File: config.mk
export PLATFORM = sky130hd
export DESIGN_NAME = uart_rx
export DESIGN_NICKNAME = d
export VERILOG_FILES = /design/src/rtl/uart_rx.sv
export SDC_FILE = /design/constraint.sdc
export NUM_CORES = 1
export LEC_CHECK = 0
export ABC_AREA = 1
export ABC_CLOCK_PERIOD_IN_PS = 2100
export BUFFER_PORTS_ARGS = -buffer_cell sky130_fd_sc_hd__clkbuf_2
export CAP_MARGIN = 5
export CORE_ASPECT_RATIO = 0.6
export CORE_MARGIN = 8
export CORE_UTILIZATION = 40
export CTS_CLUSTER_SIZE = 14
export DETAILED_ROUTE_END_ITERATION = 12
export PLACE_DENSITY_LB_ADDON = 0.15
export SLEW_MARGIN = 20
export SYNTH_ARGS = -nofsm -noshare
export SYNTH_HDL_FRONTEND = slang
export SYNTH_SLANG_ARGS = --single-unit
File: constraint.sdc
create_clock -name clk -period 2.1 [get_ports clk]
set_input_delay 0.315 -clock clk [delete_from_list [all_inputs] [get_ports clk]]
set_output_delay 0.315 -clock clk [all_outputs]
set_load 0.01 [all_outputs]
File: src/rtl/uart_rx.sv
// 8N1 UART receiver: two-flop synchronizer, single mid-bit sample per bit, and a
// rdy/clr_rdy handshake with sticky framing and overrun flags.
`timescale 1ns/1ps
module uart_rx #(
   parameter int BAUD_DIV = 2604
) (
   input  logic       clk,
   input  logic       rst,
   input  logic       RX,
   input  logic       clr_rdy,
   output logic [7:0] rx_data,
   output logic       rdy,
   output logic       frm_err,
   output logic       ovr_err
);

   localparam int CNT_W = $clog2(BAUD_DIV);
   localparam int HALF  = BAUD_DIV / 2;
   localparam logic [CNT_W-1:0] MID_LAST = CNT_W'(HALF - 1);
   localparam logic [CNT_W-1:0] BIT_LAST = CNT_W'(BAUD_DIV - 1);

   if (BAUD_DIV < 8) begin : g_bad_div
      $error("uart_rx: BAUD_DIV must be at least 8");
   end

   typedef enum logic [2:0] {
      WAIT_HI,
      IDLE,
      START,
      DATA,
      STOP
   } state_t;

   state_t           state;
   logic             rx_meta;
   logic             rx_s;
   logic [CNT_W-1:0] baud_cnt;
   logic [3:0]       bit_cnt;
   logic [7:0]       shift_reg;
   logic             at_mid;
   logic             at_bit;

   // NOTE: sequential state uses non-blocking assignments so every flop sees pre-edge values.
   always_ff @(posedge clk or posedge rst) begin
      if (rst) begin
         rx_meta <= 1'b1;
         rx_s    <= 1'b1;
      end else begin
         rx_meta <= RX;
         rx_s    <= rx_meta;
      end
   end

   assign at_mid = (baud_cnt == MID_LAST);
   assign at_bit = (baud_cnt == BIT_LAST);

   // Flag clears from clr_rdy come first so a set event later in the same cycle wins.
   always_ff @(posedge clk or posedge rst) begin
      if (rst) begin
         state     <= WAIT_HI;
         baud_cnt  <= '0;
         bit_cnt   <= '0;
         shift_reg <= '0;
         rx_data   <= '0;
         rdy       <= 1'b0;
         frm_err   <= 1'b0;
         ovr_err   <= 1'b0;
      end else begin
         baud_cnt <= baud_cnt + CNT_W'(1);

         if (clr_rdy) begin
            rdy     <= 1'b0;
            frm_err <= 1'b0;
            ovr_err <= 1'b0;
         end

         unique case (state)
            WAIT_HI: begin
               if (rx_s) begin
                  state    <= IDLE;
                  baud_cnt <= '0;
               end
            end

            IDLE: begin
               if (!rx_s) begin
                  state    <= START;
                  baud_cnt <= '0;
               end
            end

            START: begin
               if (at_mid) begin
                  baud_cnt <= '0;
                  if (rx_s) begin
                     state <= IDLE;
                  end else begin
                     state   <= DATA;
                     bit_cnt <= '0;
                  end
               end
            end

            DATA: begin
               if (at_bit) begin
                  baud_cnt  <= '0;
                  shift_reg <= {rx_s, shift_reg[7:1]};
                  bit_cnt   <= bit_cnt + 4'd1;
                  if (bit_cnt == 4'd7) begin
                     state <= STOP;
                  end
               end
            end

            STOP: begin
               if (at_bit) begin
                  baud_cnt <= '0;
                  if (rx_s) begin
                     rx_data <= shift_reg;
                     rdy     <= 1'b1;
                     if (rdy && !clr_rdy) begin
                        ovr_err <= 1'b1;
                     end
                     state <= IDLE;
                  end else begin
                     frm_err <= 1'b1;
                     state   <= WAIT_HI;
                  end
               end
            end

            default: begin
               state    <= WAIT_HI;
               baud_cnt <= '0;
            end
         endcase
      end
   end

endmodule

---- Word level (Yosys, flattened, before mapping) ----
Index checks and enable logic that the tools add are counted.
operators by class
  reductions and logical operators ........ 9
  $add $sub $neg .......................... 2
  mux-type cells .......................... 31
  equality and inequality tests ........... 14
operators with widths
  cell                   count
  $mux 12                4
  $pmux 12 s4            1
  $mux 3                 6
  $pmux 3 s5             1
  $mux 1                 14
  $ne 2x2->1 const B     7
  $add 12x1->12 const B  1
  $eq 12x11->1 const B   1
  $eq 12x12->1 const B   1
  $mux 4                 3
  $pmux 4 s2             1
  $eq 3x2->1 const B     2
  $reduce_and 6->1       1
  $add 4x1->4 const B    1
  $eq 4x3->1 const B     1
  $reduce_and 4->1       1
  $eq 3x1->1 const B     1
  $eq 3x3->1 const B     1
  $logic_not 3->1        1
  $reduce_and 3->1       1
  $mux 2                 1
  $reduce_and 2->1       1
  $reduce_bool 2->1      1
  $reduce_or 2->1        1
  other kinds (2)        2
word-level totals
  logic and storage cells ................. 66
  bits in registers ....................... 40
  output and inout bits ................... 11

---- Depth between registers and ports, before layout ----
Gate-level depths: netlist of run 1.
  word-level depth ........................ 6
  depth in mapped cells ................... 11
  depth with buffers taken out ............ 11

---- Least setup slack after synthesis of run 1 ----
No wires, ideal clock.
  path kind ............................... flip-flop to flip-flop
  start ................................... register baud_cnt[0]
  end ..................................... register rx_data[0]
  stages on the path, launching flop included .. 8
  data required time ...................... 1982 ps
  arrival ................................. 1425 ps
  path slack .............................. 557 ps
  period minus slack after synthesis ...... 1543 ps
  cells stage by stage .................... dfrtp_1 > ha_1 > nand3_1 > nor3_2 > nand3_2 > buf_6 > nand2_1 > o21ai_2
on the way
  word-level cells in the longest chain between the ends .. 2
RTL lines
  element                     RTL line  source
  from (decl)                 37        logic [CNT_W-1:0] baud_cnt;
  from (signal assigned)      69        baud_cnt <= baud_cnt + CNT_W'(1);
  $eq 12x12->1                55        assign at_bit = (baud_cnt == BIT_LAST);
  $reduce_and 3->1 (no line)  --
  to (signal assigned)        119       rx_data <= shift_reg;
  to (decl)                   11        output logic [7:0] rx_data,
Every way passes these cells.
A chain may end at the register's enable or synchronous reset.

---- Worst setup path after layout of run 1 ----
  start ................................... register baud_cnt[0]
  end ..................................... register state[0]
on the way
  word-level cells in the longest chain between the ends .. 3
  elaborated cells between the ends (all ways) .. 6
RTL lines
  element                                              RTL line  source
  $eq 12x12->1 / $eq 12x11->1 (equally long branches)  55, 54
  $ne 2x2->1 (no line)                                 --
  $reduce_and 6->1 (no line) (*)                       --
  to (signal assigned)                                 60        state <= WAIT_HI;
  to (signal assigned)                                 80        state <= IDLE;
  to (signal assigned)                                 87        state <= START;
  to (decl)                                            34        state_t state;
Mark *: on every way between the ends. The rest lies on a longest branch, timed or not.

==> flow_summary.toml, run 1 <==
[floorplan]
die_w_um = 106.3
io_pins = 15
core_sq_um = 4636
dieArea_sq_um = 7460
start_util = 0.4221
std_cell_rows = 19
die_height_um = 70.18

[cells_and_area]
finish.instance_area_sq_um = 2207
drive_gt1_frac = 0.1840
antennaDiodeCount = 0
final-instance-count-excl-fill = 313
area_delta_synth_final_pct = 12.79
fill_cells = 451
largest_reg_flops = 12
fin_nets = 256

[timing]
min_period_ps = 1859
fmax_mhz = 538.1
rsz0062_at_grt = "false"
slew_viol_final = 0
tightest_slew_ps = 506.2
fin_skew_ps = 4.519
setup_viol_count_final = 0
hold_violations = 0
period_share = 0.8850
final.setup.tns_ps = 0
relSlewSlack = 0.6589

[logic_synthesis]
ys_seq_elements = 40
syn_area_sq_um = 1957
synthSimpleGateAreaFrac = 0.2602
synthAdderAreaFrac = 0.01918
synth_mux_area_frac = 0
avgSynthCellArea_sq_um = 8.508
synth_xor_area_frac = 0.03133
synth_compound_area_frac = 0.09335
synth_top_family_by_area = "simple AND/OR/NAND/NOR gates"
synth_cell_types = 31
yosys_warnings = 0
netlist_instances = 230
syn_nets = 237
seq_area_frac_synth = 0.5128

[clocking]
post_cts_buffers = 0
clk_latency_ps = 280
cts_tree = "built"
post_cts_resized = 0
clock_sinks = 40
hold_buffers = 0
clkTransAtPathRegs_ps = 80
cts-buffers-inserted = 5
cts-root-buf = "clkbuf_8"
clockBufferDepth = 2
h-tree-depth = 2

[critical_path]
path_cells = "ha_1 > nand2_1 > nor2_1 > nand3_2 > nand2_1 > nand2_2 > nor2_4 > nand3_1 > nand2_1"
worstPathMaxFanout = 13
worstReg2RegStart = "baud_cnt[0]$_DFF_PP0_"
arrival_ps = 2080
critical_path_required_ps = 2320
crit_type = "flip-flop to flip-flop"
end_kind = "flip-flop"
r2r-end = "state[0]$_DFFE_PP0P_"
r2r_slack_ps = 240
critical-path-max-stage-delay_ps = 480
critPathLaunchType = "flip-flop"
cp_slowest_cell = "dfrtp_1"
cp_common_cell = "nand2_1"
rr_worst_depth = 9

[pwr]
powerDensity_nw_per_um2 = 973.4
irDropWorstVdd_mv = 0.4989
total_power_mw = 2.148
p_leak_nw = 1.023

[placed_design]
dpl_cell_area_sq_um = 2086
routabilityCongestion = 0.8480
portBuffers = 14
dp_cells = 305
hpwl_mm = 2.768

[hold_path]
min-delay-start = "RX"
holdPathStages = 1
whs_endpoint = "rx_meta$_DFF_PP1_"
hold_class = "primary input to flip-flop"

[detailed_routing]
first_iter_violations = 105
drt-wirelength-per-cell_um = 12.12
via_per_inst = 4.597
ant_nets = 0
vias = 1439
dr.pass1.iters = 4
drc_errors = 0
drt_wl_total_mm = 3.792

[global_route]
grt_pass1_wl_mm = 6.520
grt_usage = 0.1063
grt_max_degree = 41
overflow = 0
grt_antenna_before_repair = 0
grt_pass1_vias = 1327

[run_status]
outcome = "finished clean"

[job]
drv_cap = 0
worst max-delay path, delay by kind of cell (launching register included):
kind | cells | cell delay [ps]
fa+ha+maj | 1 | 280
simple gates | 8 | 1050
flops | 1 | 480
cell type report:
class	count	area, sq um	area share
flip-flops and latches	40	1003	0.4546
multi-input cells	151	790.8	0.3583
inverters	36	135.1	0.06122
clock buffers	6	82.58	0.03741
well taps	63	78.83	0.03571
repair buffers	15	77.57	0.03515
clock inverters	2	38.79	0.01757
cells in the mapped netlist, drive strengths merged:
| library cell | number | area (sq um) |
|---|---|---|
| inv | 36 | 135.1 |
| or2 | 1 | 6.260 |
| xor2 | 6 | 52.55 |
| nand4 | 4 | 25.02 |
| ha | 3 | 37.54 |
| nand3b | 1 | 7.510 |
| nand2 | 61 | 239.0 |
| nand3 | 12 | 70.07 |
| o21ai | 23 | 145.1 |
| nor4 | 1 | 6.260 |
| a31oi | 1 | 6.260 |
| o31ai | 1 | 7.510 |
| buf | 3 | 27.52 |
| o22ai | 1 | 6.260 |
| dfstp | 2 | 52.55 |
| nor2 | 27 | 113.9 |
| dfrtp | 38 | 950.9 |
| a21o | 1 | 7.510 |
| xnor2 | 1 | 8.760 |
| a21oi | 2 | 10.01 |
| nor3 | 5 | 41.29 |
placed cells by master (no fill, tap or decap), drive strengths merged:
cell type / count
ha: 3
clkinv: 1
bufinv: 1
inv: 36
nand4: 4
clkbuf: 20
nor4: 1
nor3: 5
nand2: 61
nor2: 27
a31oi: 1
xnor2: 1
a21o: 1
nand3b: 1
o21ai: 23
or2: 1
nand3: 12
a21oi: 2
dfstp: 2
xor2: 6
buf: 1
o22ai: 1
o31ai: 1
dfrtp: 38
cells by family (layout without fill, tap and decap cells):
| group | count (synthesis) | count (layout) |
|---|---|---|
| AOI/OAI and AO/OA | 29 | 29 |
| xor gates and xnor gates | 7 | 7 |
| adders and majority gates | 3 | 3 |
| buffers and inverters | 39 | 59 |
| DFF | 40 | 40 |
| and+or+nand+nor | 112 | 112 |
report_power, final:
group          internal (mW)  switching (mW)  total, mW
clock                  0.389           0.270      0.658
combinational          0.176           0.378      0.553
sequential             0.846          0.0902      0.937
through the flow:
stage               worst slack [ps]  hold WS, ps  utilization
finish                         241.5        114.1       0.4761
global route                   100.6        101.0       0.4761
CTS                            240.9        103.8       0.4761
detailed placement             256.1        354.4       0.4499
global placement               289.4        350.5       0.4499
floorplan                      557.0        319.5            -
how the worst max path moves through the flow:
stage | cells past startpoint | end | slack, ps | startpoint
detailed placement | 6 | rx_data[0]$_DFFE_PP0P_ | 260 | baud_cnt[0]$_DFF_PP0_
CTS | 6 | rx_data[0]$_DFFE_PP0P_ | 240 | baud_cnt[0]$_DFF_PP0_
floorplan | 7 | rx_data[0]$_DFFE_PP0P_ | 560 | baud_cnt[0]$_DFF_PP0_
global placement | 6 | rx_data[4]$_DFFE_PP0P_ | 290 | baud_cnt[0]$_DFF_PP0_
finish | 9 | state[0]$_DFFE_PP0P_ | 240 | baud_cnt[0]$_DFF_PP0_
global route | 9 | state[0]$_DFFE_PP0P_ | 100 | baud_cnt[0]$_DFF_PP0_
metal layers:
metal  vias to the layer above  part of all wire  GRT usage
met5                         -                 0          0
met3                         2             0.056    0.03205
met4                         0            0.0050    0.02791
met1                       654              0.59     0.1668
li1                        758                 -          -
met2                        25              0.35     0.1312
Note: power is estimated with default switching activity, not from simulation.
==> run 2: changes to the inputs <==
- ABC_AREA: 1 -> default
==> flow_summary.toml, run 2 <==
[logic_synthesis]
yosys.area.top_type = "dfrtp_1"
synth_top_area_share = 0.5067
ys.flop_type = "dfrtp_1"
synth_edf_count = 0
seq_area_frac_synth = 0.5347
yosys_warnings = 0
synth_area_leaders = "dfrtp_1 51%, mux2_2 9.6%, nor2_1 3.6%"
yosys-top-cells-count = "38 x dfrtp_1, 18 x nor2_1, 16 x mux2_2"
avgSynthCellArea_sq_um = 12.19
yosysMostFrequentCell = "dfrtp_1"
syn_area_sq_um = 1877
netlist_instances = 154
async_flop_share = 1.000
syn_nets = 161
ys_seq_elements = 40
synth_cell_types = 42

[floorplan]
die_height_um = 69.06
io_pins = 15
core_sq_um = 4541
die_w_um = 104.4
std_cell_rows = 19
dieArea_sq_um = 7212
start_util = 0.4133

[pwr]
power.switching_uw = 627.6
p_sw_frac = 0.2947
clkPwrFrac = 0.344
irDropWorstVdd_mv = 0.5472
pwr-share-seq = 0.429
powerDensity_nw_per_um2 = 982.2
p_leak_nw = 1.030
power.internal_mw = 1.502
comb_power_share = 0.227

[clocking]
clock_sinks = 40
h-tree-depth = 2
clockBufferDepth = 2
cts-buffers-inserted = 5
hold_buffers = 0
clkTransAtPathRegs_ps = 70
cts-root-buf = "clkbuf_8"
cts_tree = "built"
clk_latency_ps = 280

[timing]
hold_violations = 0
fmax_mhz = 522.7
fin_skew_ps = 3.583
relSlewSlack = 0.6649
min_period_ps = 1913
setup_viol_count_final = 0
final.setup.tns_ps = 0
period_share = 0.9111
tightest_slew_ps = 502.6
slew_viol_final = 0
rsz0062_at_grt = "false"

[run_status]
outcome = "finished clean"

[global_route]
grt_usage = 0.1032
overflow = 0
grt_pass1_vias = 1263
grt_antenna_before_repair = 0
grt_max_degree = 41
grt_pass1_wl_mm = 6.072

[detailed_routing]
dr.pass1.iters = 4
drt_wl_total_mm = 3.470
vias = 1212
drt-wirelength-per-cell_um = 14.46
first_iter_violations = 52
ant_nets = 0
drc_errors = 0
via_per_inst = 5.050

[critical_path]
end_kind = "flip-flop"
crit_cells = 6
crit_start = "baud_cnt[0]$_DFF_PP0_"
arrival_ps = 2080
worstReg2RegStart = "baud_cnt[0]$_DFF_PP0_"
path_delay_family = "compound AO/OA/AOI/OAI gates"
path_cells = "ha_1 > and3_2 > nand3_4 > a21oi_2 > o21ai_2 > a221o_1"
worstPathMaxFanout = 7
critical_path_required_ps = 2270
cp_slowest_cell = "dfrtp_1"
critical-path-max-stage-delay_ps = 420
rr_worst_depth = 6
critPathBufInv = 0
crit_type = "flip-flop to flip-flop"
critPathLaunchType = "flip-flop"

[placed_design]
portBuffers = 14
dp_cells = 231
hpwl_mm = 2.612
routabilityCongestion = 0.7965

[cells_and_area]
area_delta_synth_final_pct = 15.53
drive_gt1_frac = 0.3277
fin_nets = 183
final_common_cell = "dfrtp_1"
final-instance-count-excl-fill = 240
antennaDiodeCount = 0
layout_common_cells = "38 x dfrtp_1, 18 x nor2_1, 16 x mux2_2, 14 x clkbuf_2, 7 x nand3_1"
largest_reg_flops = 12

[job]
drv_cap = 0

[hold_path]
min-delay-start = "RX"
holdPathStages = 1
hold_class = "primary input to flip-flop"
run 2: cell count changes after synthesis, moves of 4 or more:
cell	previous run	this run
inv_1	34	6
nand4_1	4	0
nor2_1	24	18
mux2_2	0	16
o21ai_2	8	1
xnor2_1	1	5
o21ai_1	12	0
nand2_1	57	5
nand2_2	4	0
nor3b_1	0	4
run 2: cell families (layout without fill, tap and decap cells):
family / Yosys count / after routing / synth area share
xor gates and xnor gates: 10 / 10 / 0.04666
buffers and inverters: 9 / 32 / 0.02600
AOI/OAI and AO/OA: 20 / 20 / 0.08134
and+or+nand+nor: 54 / 54 / 0.1840
adders and majority gates: 3 / 3 / 0.02000
DFF: 40 / 40 / 0.5347
muxes: 18 / 18 / 0.1073
run 2: worst register-to-register path: cells and delay by family, from the launching register on:
kind                       cells  cell delay [ps]
AOI/OAI and AO/OA              3              730
adders and majority gates      1              250
DFF                            1              420
and+or+nand+nor                2              400
run 2: metal layers:
layer	part of all wire	vias to the layer above	track usage
met4	0.0058	0	0.02392
met3	0.042	2	0.04082
met2	0.44	15	0.1569
met5	0	-	0
met1	0.51	603	0.1339
li1	-	592	-
run 2: path summary, 6_finish.rpt:
check / endpoint / slack (ps)
worst min register to register: rx_s$_DFF_PP1_ / 360
worst min-delay path: rx_meta$_DFF_PP1_ / 110
min in group asynchronous: shift_reg[6]$_DFFE_PP0P_ / 130
max in group asynchronous: rx_s$_DFF_PP1_ / 1620
worst max-delay path: bit_cnt[2]$_DFFE_PP0P_ / 190
worst max register to register: bit_cnt[2]$_DFFE_PP0P_ / 190
run 2: timing repair:
item	in CTS	in global routing
gates resized for setup	0	1
setup buffers	0	1
endpoints found under the setup margin	0	2
run 2: stage by stage:
step           hold slack [ps]  cell area (sq um)  power, mW  utilization  setup WS [ps]
3_3_place_gp             345.7               2022      1.367       0.4453          232.0
6_report                 107.0               2168      2.130       0.4775          186.8
5_1_grt                  89.12               2168      2.261       0.4775          29.91
4_1_cts                  97.82               2155      2.126       0.4745          131.1
2_1_floorplan            319.5               1877      1.317            -          347.3
3_5_place_dp             348.1               2022      1.393       0.4453          148.8
run 2: final cells by class:
class,count,area [sq um]
flip-flops and latches,40,1003
well taps,63,78.83
inverters,6,22.52
multi-input cells,105,830.8
clock buffers,6,72.57
repair buffers,18,100.1
clock inverters,2,60.06
fillers,419,2372
run 2: power groups by stage:
stage / clock [mW] / sequential, mW / combinational (mW)
after floorplan: 0 / 0.896 / 0.420
after global placement: 0 / 0.917 / 0.450
after detailed placement: 0 / 0.927 / 0.466
after CTS: 0.745 / 0.910 / 0.471
after global routing: 0.785 / 0.920 / 0.556
final: 0.732 / 0.913 / 0.484
==> run 3: changes to the inputs <==
- PLACE_DENSITY: default -> 0.56
- PLACE_DENSITY_LB_ADDON: 0.15 -> default
==> flow_summary.toml, run 3 (synthesized netlist as in run 2, its figures left out) <==
[critical_path]
cp_slowest_cell = "dfrtp_1"
crit_start = "baud_cnt[1]$_DFF_PP0_"
path_cells = "inv_1 > ha_1 > nor4bb_1 > a41oi_2 > a21oi_2 > o21ai_2 > a221o_1"
path_delay_family = "compound AO/OA/AOI/OAI gates"
worstReg2RegStart = "baud_cnt[1]$_DFF_PP0_"
critPathLaunchType = "flip-flop"
critPathBufInv = 1
crit_cells = 7
rr_worst_depth = 7
arrival_ps = 2110
r2r_slack_ps = 160
end_kind = "flip-flop"
critical_path_required_ps = 2270
crit_type = "flip-flop to flip-flop"
worstPathMaxFanout = 4
critical-path-max-stage-delay_ps = 410

[clocking]
cts-buffers-inserted = 5
cts_tree = "built"
clk_latency_ps = 280
hold_buffers = 0
clockBufferDepth = 2
h-tree-depth = 2
post_cts_buffers = 0
cts-root-buf = "clkbuf_8"
clkTransAtPathRegs_ps = 80
clock_sinks = 40
post_cts_resized = 0

[placed_design]
routabilityCongestion = 0.8380
dp_cells = 230
portBuffers = 14
hpwl_mm = 2.440
dpl_cell_area_sq_um = 2014

[timing]
slew_viol_final = 0
setup_viol_count_final = 0
fin_skew_ps = 9.438
final.setup.tns_ps = 0
period_share = 0.9217
min_period_ps = 1935
rsz0062_at_grt = "false"
tightest_slew_ps = 495.9
hold_violations = 0
relSlewSlack = 0.6694
fmax_mhz = 516.7

[detailed_routing]
via_per_inst = 4.987
drt_wl_total_mm = 3.278
drt-wirelength-per-cell_um = 13.77
ant_nets = 0
first_iter_violations = 53
vias = 1187
drc_errors = 0
dr.pass1.iters = 4

[pwr]
p_sw_frac = 0.3100
powerDensity_nw_per_um2 = 922.0
power.internal_mw = 1.350
comb_power_share = 0.222
p_leak_nw = 1.009
power.switching_uw = 606.5
pwr-share-seq = 0.470
irDropWorstVdd_mv = 0.4881
clkPwrFrac = 0.308
total_power_mw = 1.957

[cells_and_area]
final-instance-count-excl-fill = 238
area_delta_synth_final_pct = 13.07
final_common_cell = "dfrtp_1"
antennaDiodeCount = 0
fin_nets = 181
layout_common_cells = "38 x dfrtp_1, 18 x nor2_1, 16 x mux2_2, 14 x clkbuf_2, 7 x nand3_1"
drive_gt1_frac = 0.3143
fin_util = 0.4673
finish.instance_area_sq_um = 2122
fill_cells = 415
largest_reg_flops = 12

[floorplan]
std_cell_rows = 19
io_pins = 15
die_height_um = 69.06
die_w_um = 104.4
dieArea_sq_um = 7212
start_util = 0.4133
core_sq_um = 4541

[hold_path]
holdPathStages = 1
min-delay-start = "RX"
hold_class = "primary input to flip-flop"

[global_route]
grt_usage = 0.09844
use_met2 = 0.1499
grt_antenna_before_repair = 0
grt_pass1_wl_mm = 5.878
grt_pass1_vias = 1242
grt_max_degree = 41
gr-usage-met3 = 0.02690
grt_most_used_layer = "met2"
grt_use_met1 = 0.1294
overflow = 0

[run_status]
outcome = "finished clean"

[job]
drv_cap = 0
-- run 3: cell types whose count changed in the layout (fill, tap and decap cells not counted) --
cell	change
buf_4	-2
bufinv_16	-1
clkinv_2	+1
nor4bb_1	+1
nor4bb_2	-1
-- run 3: per-layer routing --
layer	wire (um)	share of wire
met1	1725	0.53
met2	1409	0.43
met3	115	0.035
met4	27	0.0082
met5	0	0
-- run 3: power by group through the flow --
stage          registers, mW  clock network, mW  logic (mW)
2_1_floorplan          0.896                  0       0.420
3_3_place_gp           0.926                  0       0.427
3_5_place_dp           0.932                  0       0.435
4_1_cts                0.916              0.624       0.439
5_1_grt                0.935              0.664       0.494
6_report               0.919              0.604       0.434
-- run 3: through the flow --
| step | hold slack, ps | worst slack (ps) |
|---|---|---|
| after floorplan | 319.5 | 347.3 |
| after global routing | 88.20 | 43.15 |
| after CTS | 98.19 | 140.0 |
| final | 109.9 | 164.5 |
| after detailed placement | 346.8 | 164.3 |
| after global placement | 345.5 | 228.4 |
-- run 3: layout make-up --
| type | instances | area (sq um) | area share |
|---|---|---|---|
| sequential | 40 | 1003 | 0.4729 |
| clock buffer | 6 | 72.57 | 0.03420 |
| multi-input combinational | 105 | 824.5 | 0.3886 |
| clock inverter | 2 | 35.03 | 0.01651 |
| tap | 63 | 78.83 | 0.03715 |
| timing repair buffer | 16 | 85.08 | 0.04009 |
| inverter | 6 | 22.52 | 0.01061 |
-- run 3: path summary, 6_finish.rpt --
check / endpoint
max in group asynchronous: rx_s$_DFF_PP1_
min: rx_meta$_DFF_PP1_
min reg2reg: rx_s$_DFF_PP1_
max: bit_cnt[2]$_DFFE_PP0P_
min in group asynchronous: state[0]$_DFFE_PP0P_
max reg2reg: bit_cnt[2]$_DFFE_PP0P_
